File: src/rtl/uart_apb_pkg.sv
// rtl/uart_apb_pkg.sv - shared constants and state encodings for the UART-to-APB bridge
package uart_apb_pkg;

  localparam logic [7:0] CMD_WR  = 8'h57;
  localparam logic [7:0] CMD_RD  = 8'h52;
  localparam logic [7:0] RSP_ACK = 8'h4B;
  localparam logic [7:0] RSP_ERR = 8'h3F;

  typedef enum logic [2:0] {
    ST_IDLE,
    ST_ADDR,
    ST_DATA,
    ST_SETUP,
    ST_ACCESS,
    ST_RESP,
    ST_ABORT
  } cmd_state_e;

  typedef enum logic [1:0] {
    U_IDLE,
    U_START,
    U_DATA,
    U_STOP
  } uart_state_e;

endpackage

File: src/rtl/uart_8n1.sv
// rtl/uart_8n1.sv - 8N1 UART receiver (with input synchronizer) and transmitter
module uart_8n1
  import uart_apb_pkg::*;
#(
  parameter int CLKS_PER_BIT = 104
) (
  input  logic       clk,
  input  logic       resetn,
  input  logic       uart_rx,
  output logic       uart_tx,
  output logic [7:0] rx_data,
  output logic       rx_valid,
  output logic       rx_ferr,
  input  logic [7:0] tx_data,
  input  logic       tx_start,
  output logic       tx_busy
);

  localparam logic [15:0] BIT_LAST  = 16'(CLKS_PER_BIT - 1);
  localparam logic [15:0] HALF_LAST = 16'(CLKS_PER_BIT / 2 - 1);

  logic        rx_s1_q, rx_s2_q, rx_s3_q;
  uart_state_e rx_state_q, rx_state_d;
  logic [15:0] rx_cnt_q, rx_cnt_d;
  logic [2:0]  rx_bit_q, rx_bit_d;
  logic [7:0]  rx_sh_q, rx_sh_d;
  logic        rx_valid_q, rx_valid_d;
  logic        rx_ferr_q, rx_ferr_d;

  uart_state_e tx_state_q, tx_state_d;
  logic [15:0] tx_cnt_q, tx_cnt_d;
  logic [2:0]  tx_bit_q, tx_bit_d;
  logic [7:0]  tx_sh_q, tx_sh_d;
  logic        tx_q, tx_d;

  always_comb begin
    rx_state_d = rx_state_q;
    rx_cnt_d   = rx_cnt_q;
    rx_bit_d   = rx_bit_q;
    rx_sh_d    = rx_sh_q;
    rx_valid_d = 1'b0;
    rx_ferr_d  = 1'b0;
    unique case (rx_state_q)
      U_IDLE: begin
        if (rx_s3_q && !rx_s2_q) begin
          rx_state_d = U_START;
          rx_cnt_d   = '0;
        end
      end
      U_START: begin
        // A line that is high again at mid start bit was only a glitch
        if (rx_cnt_q == HALF_LAST) begin
          rx_state_d = rx_s2_q ? U_IDLE : U_DATA;
          rx_cnt_d   = '0;
          rx_bit_d   = '0;
        end else begin
          rx_cnt_d = rx_cnt_q + 16'd1;
        end
      end
      U_DATA: begin
        if (rx_cnt_q == BIT_LAST) begin
          rx_cnt_d = '0;
          rx_sh_d  = {rx_s2_q, rx_sh_q[7:1]};
          rx_bit_d = rx_bit_q + 3'd1;
          if (rx_bit_q == 3'd7) rx_state_d = U_STOP;
        end else begin
          rx_cnt_d = rx_cnt_q + 16'd1;
        end
      end
      U_STOP: begin
        if (rx_cnt_q == BIT_LAST) begin
          rx_state_d = U_IDLE;
          rx_valid_d = rx_s2_q;
          rx_ferr_d  = !rx_s2_q;
        end else begin
          rx_cnt_d = rx_cnt_q + 16'd1;
        end
      end
      default: rx_state_d = U_IDLE;
    endcase
  end

  always_comb begin
    tx_state_d = tx_state_q;
    tx_cnt_d   = tx_cnt_q;
    tx_bit_d   = tx_bit_q;
    tx_sh_d    = tx_sh_q;
    tx_d       = tx_q;
    unique case (tx_state_q)
      U_IDLE: begin
        tx_d = 1'b1;
        if (tx_start) begin
          tx_sh_d    = tx_data;
          tx_state_d = U_START;
          tx_cnt_d   = '0;
          tx_d       = 1'b0;
        end
      end
      U_START: begin
        if (tx_cnt_q == BIT_LAST) begin
          tx_cnt_d   = '0;
          tx_bit_d   = '0;
          tx_state_d = U_DATA;
          tx_d       = tx_sh_q[0];
        end else begin
          tx_cnt_d = tx_cnt_q + 16'd1;
        end
      end
      U_DATA: begin
        if (tx_cnt_q == BIT_LAST) begin
          tx_cnt_d = '0;
          if (tx_bit_q == 3'd7) begin
            tx_state_d = U_STOP;
            tx_d       = 1'b1;
          end else begin
            tx_bit_d = tx_bit_q + 3'd1;
            tx_sh_d  = {1'b0, tx_sh_q[7:1]};
            tx_d     = tx_sh_q[1];
          end
        end else begin
          tx_cnt_d = tx_cnt_q + 16'd1;
        end
      end
      U_STOP: begin
        if (tx_cnt_q == BIT_LAST) tx_state_d = U_IDLE;
        else tx_cnt_d = tx_cnt_q + 16'd1;
      end
      default: tx_state_d = U_IDLE;
    endcase
  end

  always_ff @(posedge clk or negedge resetn) begin
    if (!resetn) begin
      rx_s1_q    <= 1'b1;
      rx_s2_q    <= 1'b1;
      rx_s3_q    <= 1'b1;
      rx_state_q <= U_IDLE;
      rx_cnt_q   <= '0;
      rx_bit_q   <= '0;
      rx_sh_q    <= '0;
      rx_valid_q <= 1'b0;
      rx_ferr_q  <= 1'b0;
      tx_state_q <= U_IDLE;
      tx_cnt_q   <= '0;
      tx_bit_q   <= '0;
      tx_sh_q    <= '0;
      tx_q       <= 1'b1;
    end else begin
      rx_s1_q    <= uart_rx;
      rx_s2_q    <= rx_s1_q;
      rx_s3_q    <= rx_s2_q;
      rx_state_q <= rx_state_d;
      rx_cnt_q   <= rx_cnt_d;
      rx_bit_q   <= rx_bit_d;
      rx_sh_q    <= rx_sh_d;
      rx_valid_q <= rx_valid_d;
      rx_ferr_q  <= rx_ferr_d;
      tx_state_q <= tx_state_d;
      tx_cnt_q   <= tx_cnt_d;
      tx_bit_q   <= tx_bit_d;
      tx_sh_q    <= tx_sh_d;
      tx_q       <= tx_d;
    end
  end

  assign rx_data  = rx_sh_q;
  assign rx_valid = rx_valid_q;
  assign rx_ferr  = rx_ferr_q;
  assign uart_tx  = tx_q;
  assign tx_busy  = (tx_state_q != U_IDLE);

endmodule

File: src/rtl/uart_apb_bridge.sv
// rtl/uart_apb_bridge.sv - UART command frames to single APB transfers, with UART responses
module uart_apb_bridge
  import uart_apb_pkg::*;
#(
  parameter int CLKS_PER_BIT = 104,
  parameter int TIMEOUT_BITS = 20
) (
  input  logic        clk,
  input  logic        resetn,
  input  logic        uart_rx,
  output logic        uart_tx,
  output logic [19:0] paddr,
  output logic        pwrite,
  output logic        psel,
  output logic        penable,
  output logic [31:0] pwdata,
  input  logic [31:0] prdata,
  output logic        busy
);

  logic [7:0] rx_data;
  logic       rx_valid, rx_ferr;
  logic       tx_start, tx_busy;

  cmd_state_e              state_q, state_d;
  logic [1:0]              cnt_q, cnt_d;
  logic [19:0]             addr_q, addr_d;
  logic [31:0]             wdata_q, wdata_d;
  logic                    is_wr_q, is_wr_d;
  logic [19:0]             paddr_q, paddr_d;
  logic [31:0]             pwdata_q, pwdata_d;
  logic [31:0]             resp_q, resp_d;
  logic [2:0]              resp_cnt_q, resp_cnt_d;
  logic [TIMEOUT_BITS-1:0] tmo_q, tmo_d;
  logic                    busy_q, busy_d;

  uart_8n1 #(.CLKS_PER_BIT(CLKS_PER_BIT)) u_uart (
    .clk      (clk),
    .resetn   (resetn),
    .uart_rx  (uart_rx),
    .uart_tx  (uart_tx),
    .rx_data  (rx_data),
    .rx_valid (rx_valid),
    .rx_ferr  (rx_ferr),
    .tx_data  (resp_q[31:24]),
    .tx_start (tx_start),
    .tx_busy  (tx_busy)
  );

  always_comb begin
    state_d    = state_q;
    cnt_d      = cnt_q;
    addr_d     = addr_q;
    wdata_d    = wdata_q;
    is_wr_d    = is_wr_q;
    paddr_d    = paddr_q;
    pwdata_d   = pwdata_q;
    resp_d     = resp_q;
    resp_cnt_d = resp_cnt_q;
    tmo_d      = tmo_q;
    tx_start   = 1'b0;
    unique case (state_q)
      ST_IDLE: begin
        tmo_d = '0;
        cnt_d = '0;
        if (rx_valid) begin
          if (rx_data == CMD_WR || rx_data == CMD_RD) begin
            state_d = ST_ADDR;
            is_wr_d = (rx_data == CMD_WR);
          end else begin
            state_d    = ST_RESP;
            resp_d     = {RSP_ERR, 24'h0};
            resp_cnt_d = 3'd1;
          end
        end
      end
      ST_ADDR, ST_DATA: begin
        if (rx_ferr || tmo_q == '1) begin
          state_d = ST_ABORT;
        end else if (rx_valid) begin
          tmo_d = '0;
          cnt_d = cnt_q + 2'd1;
          if (state_q == ST_ADDR) begin
            // Shifting through 20 bits drops A2[7:4] naturally
            addr_d = {addr_q[11:0], rx_data};
            if (cnt_q == 2'd2) begin
              cnt_d   = '0;
              state_d = is_wr_q ? ST_DATA : ST_SETUP;
            end
          end else begin
            wdata_d = {wdata_q[23:0], rx_data};
            if (cnt_q == 2'd3) state_d = ST_SETUP;
          end
        end else begin
          tmo_d = tmo_q + TIMEOUT_BITS'(1);
        end
      end
      ST_SETUP: state_d = ST_ACCESS;
      ST_ACCESS: begin
        state_d = ST_RESP;
        if (is_wr_q) begin
          resp_d     = {RSP_ACK, 24'h0};
          resp_cnt_d = 3'd1;
        end else begin
          resp_d     = prdata;
          resp_cnt_d = 3'd4;
        end
      end
      ST_RESP: begin
        if (resp_cnt_q != 3'd0) begin
          if (!tx_busy) begin
            tx_start   = 1'b1;
            resp_d     = {resp_q[23:0], 8'h00};
            resp_cnt_d = resp_cnt_q - 3'd1;
          end
        end else if (!tx_busy) begin
          state_d = ST_IDLE;
        end
      end
      ST_ABORT: state_d = ST_IDLE;
      default:  state_d = ST_IDLE;
    endcase
    // Bus address/data only move when a new transfer starts
    if (state_d == ST_SETUP && state_q != ST_SETUP) begin
      paddr_d  = addr_d;
      pwdata_d = wdata_d;
    end
    busy_d = !(state_d == ST_IDLE || state_d == ST_ABORT);
  end

  always_ff @(posedge clk or negedge resetn) begin
    if (!resetn) begin
      state_q    <= ST_IDLE;
      cnt_q      <= '0;
      addr_q     <= '0;
      wdata_q    <= '0;
      is_wr_q    <= 1'b0;
      paddr_q    <= '0;
      pwdata_q   <= '0;
      resp_q     <= '0;
      resp_cnt_q <= '0;
      tmo_q      <= '0;
      busy_q     <= 1'b0;
    end else begin
      state_q    <= state_d;
      cnt_q      <= cnt_d;
      addr_q     <= addr_d;
      wdata_q    <= wdata_d;
      is_wr_q    <= is_wr_d;
      paddr_q    <= paddr_d;
      pwdata_q   <= pwdata_d;
      resp_q     <= resp_d;
      resp_cnt_q <= resp_cnt_d;
      tmo_q      <= tmo_d;
      busy_q     <= busy_d;
    end
  end

  assign psel    = (state_q == ST_SETUP) || (state_q == ST_ACCESS);
  assign penable = (state_q == ST_ACCESS);
  assign pwrite  = psel && is_wr_q;
  assign paddr   = paddr_q;
  assign pwdata  = pwdata_q;
  assign busy    = busy_q;

endmodule

File: config.mk
export PLATFORM = sky130hd
export DESIGN_NAME = uart_apb_bridge
export DESIGN_NICKNAME = d
export VERILOG_FILES = /design/src/rtl/uart_apb_pkg.sv /design/src/rtl/uart_8n1.sv /design/src/rtl/uart_apb_bridge.sv
export SDC_FILE = /design/constraint.sdc
export NUM_CORES = 1
export LEC_CHECK = 0
export BUFFER_PORTS_ARGS = -buffer_cell sky130_fd_sc_hd__buf_2
export CORE_MARGIN = 5
export CORE_UTILIZATION = 54
export CTS_CLUSTER_DIAMETER = 40
export CTS_CLUSTER_SIZE = 28
export DETAILED_ROUTE_END_ITERATION = 10
export PLACE_DENSITY = 0.8
export REMOVE_ABC_BUFFERS = 1
export SYNTH_ARGS = -nofsm -noshare
export SYNTH_HDL_FRONTEND = slang
export SYNTH_HIERARCHICAL = 1
export SYNTH_SLANG_ARGS = --single-unit
export TNS_END_PERCENT = 50
File: constraint.sdc
create_clock -name clk -period 2.25 [get_ports clk]
set_input_delay 0.3375 -clock clk [delete_from_list [all_inputs] [get_ports clk]]
set_output_delay 0.3375 -clock clk [all_outputs]
set_load 0.1 [all_outputs]
==> metrics.yaml <==
run_status:
  outcome: "finished, violations left"
  violations: "setup timing"
worst_setup_path:
  ff2ff_setup_slack_ns: -0.06
  cp_slowest_cell: "dfrtp_1"
  worstSetupPathType: "flop to flop"
  path_max_fanout: 6
  crit_arrival_ns: 2.73
  worst_setup_path_end_kind: "flop"
  cp_cell_sequence: "ha_4, nand3_4, nor4_4, a211o_4, buf_12, buf_16, mux2_4, mux2_4"
  worst_setup_path_start_kind: "flop"
  critPathMaxStageDelay_ns: 0.40
  crit_required_ns: 2.66
  crit_top_cell: "mux2_4"
timing:
  clock_skew_ns: 0.03952
  finalHoldViolCount: 0
  worst_slack_ns: -0.06467
  rsz0062_at_grt: "true"
  fin_tns_setup_ns: -1.806
  fmax_mhz: 432.0
  finalSetupViolCount: 50
  period_minus_slack_ns: 2.315
  slew_viol_final: 0
  period_share_pct: 102.9
  maxSlewHeadroom_pct: 30.88
  tightest_slew_ns: 1.037
global_route:
  grt_max_degree: 68
  antenna_found_initial: 0
  grt.total_usage_pct: 21.45
  grt_pass1_vias: 8213
  grt-ovfl-total: 0
  grt_first_pass_wirelength_mm: 42.15
cells_and_area:
  drive_gt1_share_pct: 40.26
  nets: 1122
  area_delta_synth_final_pct: 26.21
  stdcell_area_sq_um: 13880
  diodes: 0
  final_util_pct: 68.83
  stdcell_count: 1363
  fillers: 1302
pwr:
  p_sw_share_pct: 24.19
  ir_drop_uv: 570.9
  p_seq_share_pct: 46.3
  switching_power_mw: 2.184
  internal_power_mw: 6.847
  cellPowerDensity_nw_per_um2: 650.5
  p_comb_share_pct: 2.5
  clkPwrFrac_pct: 51.2
  leakagePower_nw: 6.773
cts:
  worstSkewPairLatency_ns: 0.56
  cts_tree: "yes"
  cts_made_buffers: 27
  path_clk_slew_ns: 0.07
  cts_sinks: 230
  clockRootBuffer: "clkbuf_16"
  cts_htree_levels: 1
  clock_path_buffers: 3
yosys:
  synth_area_leaders: "dfrtp_1 (51%), mux2_4 (8.1%), mux2_2 (6.1%)"
  yosys_warnings: 6
  post-synth-top-area-cell: "dfrtp_1"
  ys_seq_area_share_pct: 52.37
  syn_area_sq_um: 11000
  synth_edf_count: 0
  ys_seq_elements: 230
  yosysTopAreaCellShare_pct: 51.41
  async_flop_share_pct: 100.0
  avgSynthCellArea_sq_um: 12.29
  synthCells: 895
  synthFlopType: "dfrtp_1"
  ys_types: 82
floorplanning:
  start_util_pct: 54.54
  core_sq_um: 20170
  die_w_microns: 152.7
  rows: 52
  io_pins: 92
  die-area_sq_um: 23330
  die_h_microns: 152.7
route:
  via_per_inst: 6.060
  wl_per_cell_microns: 21.25
  num_vias: 8260
  finalWirelength_mm: 28.97
  first_pass_iters: 7
  drc: 0
  drtAntennaViolNets: 0
  drt_first_iter_violations: 688
placement:
  dp_slack_ns: -0.2230
  gp_congestion: 0.8501
  place_inst: 1280
  hpwl_mm: 15.52
  port-buffer-count: 91
  placed_area_sq_um: 12180
min_path:
  hold_class: "primary input to flop"
job:
  cap_violations: 0
[power groups by stage]
| stage | logic [mW] | clock network [mW] | registers, mW |
|---|---|---|---|
| global route | 0.258 | 4.86 | 4.18 |
| global placement | 0.215 | 0 | 4.25 |
| detailed placement | 0.222 | 0 | 4.25 |
| floorplan | 0.0618 | 0 | 4.25 |
| CTS | 0.226 | 4.63 | 4.18 |
| finish | 0.226 | 4.63 | 4.18 |
[Yosys cell counts (12+ instances only)]
master / n
dfrtp_1: 226
nor3_1: 17
ha_1: 15
mux2_2: 60
a22o_1: 30
nand4_1: 13
nor2_1: 55
nand2_1: 47
inv_1: 18
nand3_1: 31
o21ai_0: 40
clkbuf_1: 17
a21oi_1: 25
mux2_1: 33
mux2_4: 59
o31ai_1: 13
buf_2: 12
[registers in the layout, indices dropped and copies added, names as in the netlist, 2 cells and up, named ones only]
name	count
addr_q	20
u_uart/rx_bit_q	3
u_uart/rx_data	8
resp_cnt_q	3
pwdata	32
u_uart/tx_bit_q	3
cnt_q	2
u_uart/rx_cnt_q	16
state_q	3
wdata_q	32
paddr	20
tmo_q	20
u_uart/tx_sh_q	8
u_uart/tx_cnt_q	16
u_uart/tx_state_q	2
resp_q	32
[path summary, 6_finish.rpt]
kind                                          start                  endpoint  depth (start not counted)
setup / recovery               tmo_q[0]$_DFFE_PN0P_    pwdata[16]$_DFFE_PN0P_                          8
hold / removal                            prdata[7]     resp_q[7]$_DFFE_PN0P_                          2
setup reg to reg               tmo_q[0]$_DFFE_PN0P_    pwdata[16]$_DFFE_PN0P_                          8
hold reg to reg            u_uart/rx_s1_q$_DFF_PN1_  u_uart/rx_s2_q$_DFF_PN1_                          0
max in group asynchronous                    resetn    resp_q[13]$_DFFE_PN0P_                          3
min in group asynchronous                    resetn      cnt_q[0]$_DFFE_PN0P_                          2
[stage by stage]
| step | hold slack [ns] | power [mW] |
|---|---|---|
| 2_1_floorplan | 0.04191 | 4.311 |
| 3_3_place_gp | 0.3359 | 4.466 |
| 3_5_place_dp | 0.3312 | 4.476 |
| 4_1_cts | 0.01394 | 9.029 |
| 5_1_grt | 0.01414 | 9.300 |
| 6_report | 0.02873 | 9.032 |
[kinds of logic after synthesis]
group / count (synthesis) / synth area share [%]
multiplexers: 155 / 17.85
AND/OR/NAND/NOR: 243 / 12.43
AO/OA/AOI/OAI: 170 / 10.82
XOR/XNOR: 19 / 1.513
adder cells (fa/ha/maj): 15 / 1.706
buffers and inverters: 63 / 3.321
flip-flops: 230 / 52.37
[layer usage]
metal / share of wire [%] / global-route usage [%]
met1: 41 / 28.41
met2: 50 / 36.40
met3: 5.2 / 4.033
met4: 4.2 / 6.025
met5: 0 / 0
[critical path: cells and delay by family, from the launching register on]
family          cells  cell delay (ns)
mux                 2             0.58
buf+inv             2             0.28
compound gates      1             0.26
flops               1             0.40
simple gates        2             0.48
fa+ha+maj           1             0.18
[layout make-up]
cell class              instances  area (sq um)  share of cell area [%]
inverters                      18         70.07                  0.5047
multi-input cells             603          5194                   37.41
clock buffers                  31         710.7                   5.119
flip-flops and latches        230          5763                   41.51
well taps                     270         337.8                   2.433
clock inverters                19         246.5                   1.775
repair buffers                192          1562                   11.25
[timing repair]
| item | 4_1_cts | 5_1_grt |
|---|---|---|
| endpoints found under the hold margin | 64 | 0 |
| hold buffers | 2 | 0 |
| cloned | 4 | 7 |
| buffers inserted | 9 | 15 |
| resized for setup | 52 | 42 |
| endpoints found under the setup margin | 91 | 113 |
| pin swaps | 10 | 19 |
[placed cells by master, fill, tap and decap left out, types with 6 or more instances in the layout]
master,Yosys,routed
mux2_2,60,51
a21oi_1,25,23
o21ai_0,40,40
inv_6,0,9
buf_12,1,15
o22ai_1,7,6
and2_1,7,6
nand4_1,13,13
xor2_1,10,10
buf_2,12,87
nor3_1,17,12
nand3_1,31,29
and3_1,7,7
or3_1,7,7
nor3_2,2,6
mux2_4,59,86
a31oi_1,7,7
clkbuf_16,0,32
mux2_1,33,15
a21o_1,7,7
a22o_1,30,30
buf_6,11,6
o31ai_1,13,13
o21ai_1,6,6
buf_4,4,74
nand2_1,47,47
ha_1,15,11
dfrtp_1,226,224
inv_1,18,14
nor2_1,55,54
xnor2_1,9,9
Note: power is estimated with default switching activity, not from simulation.
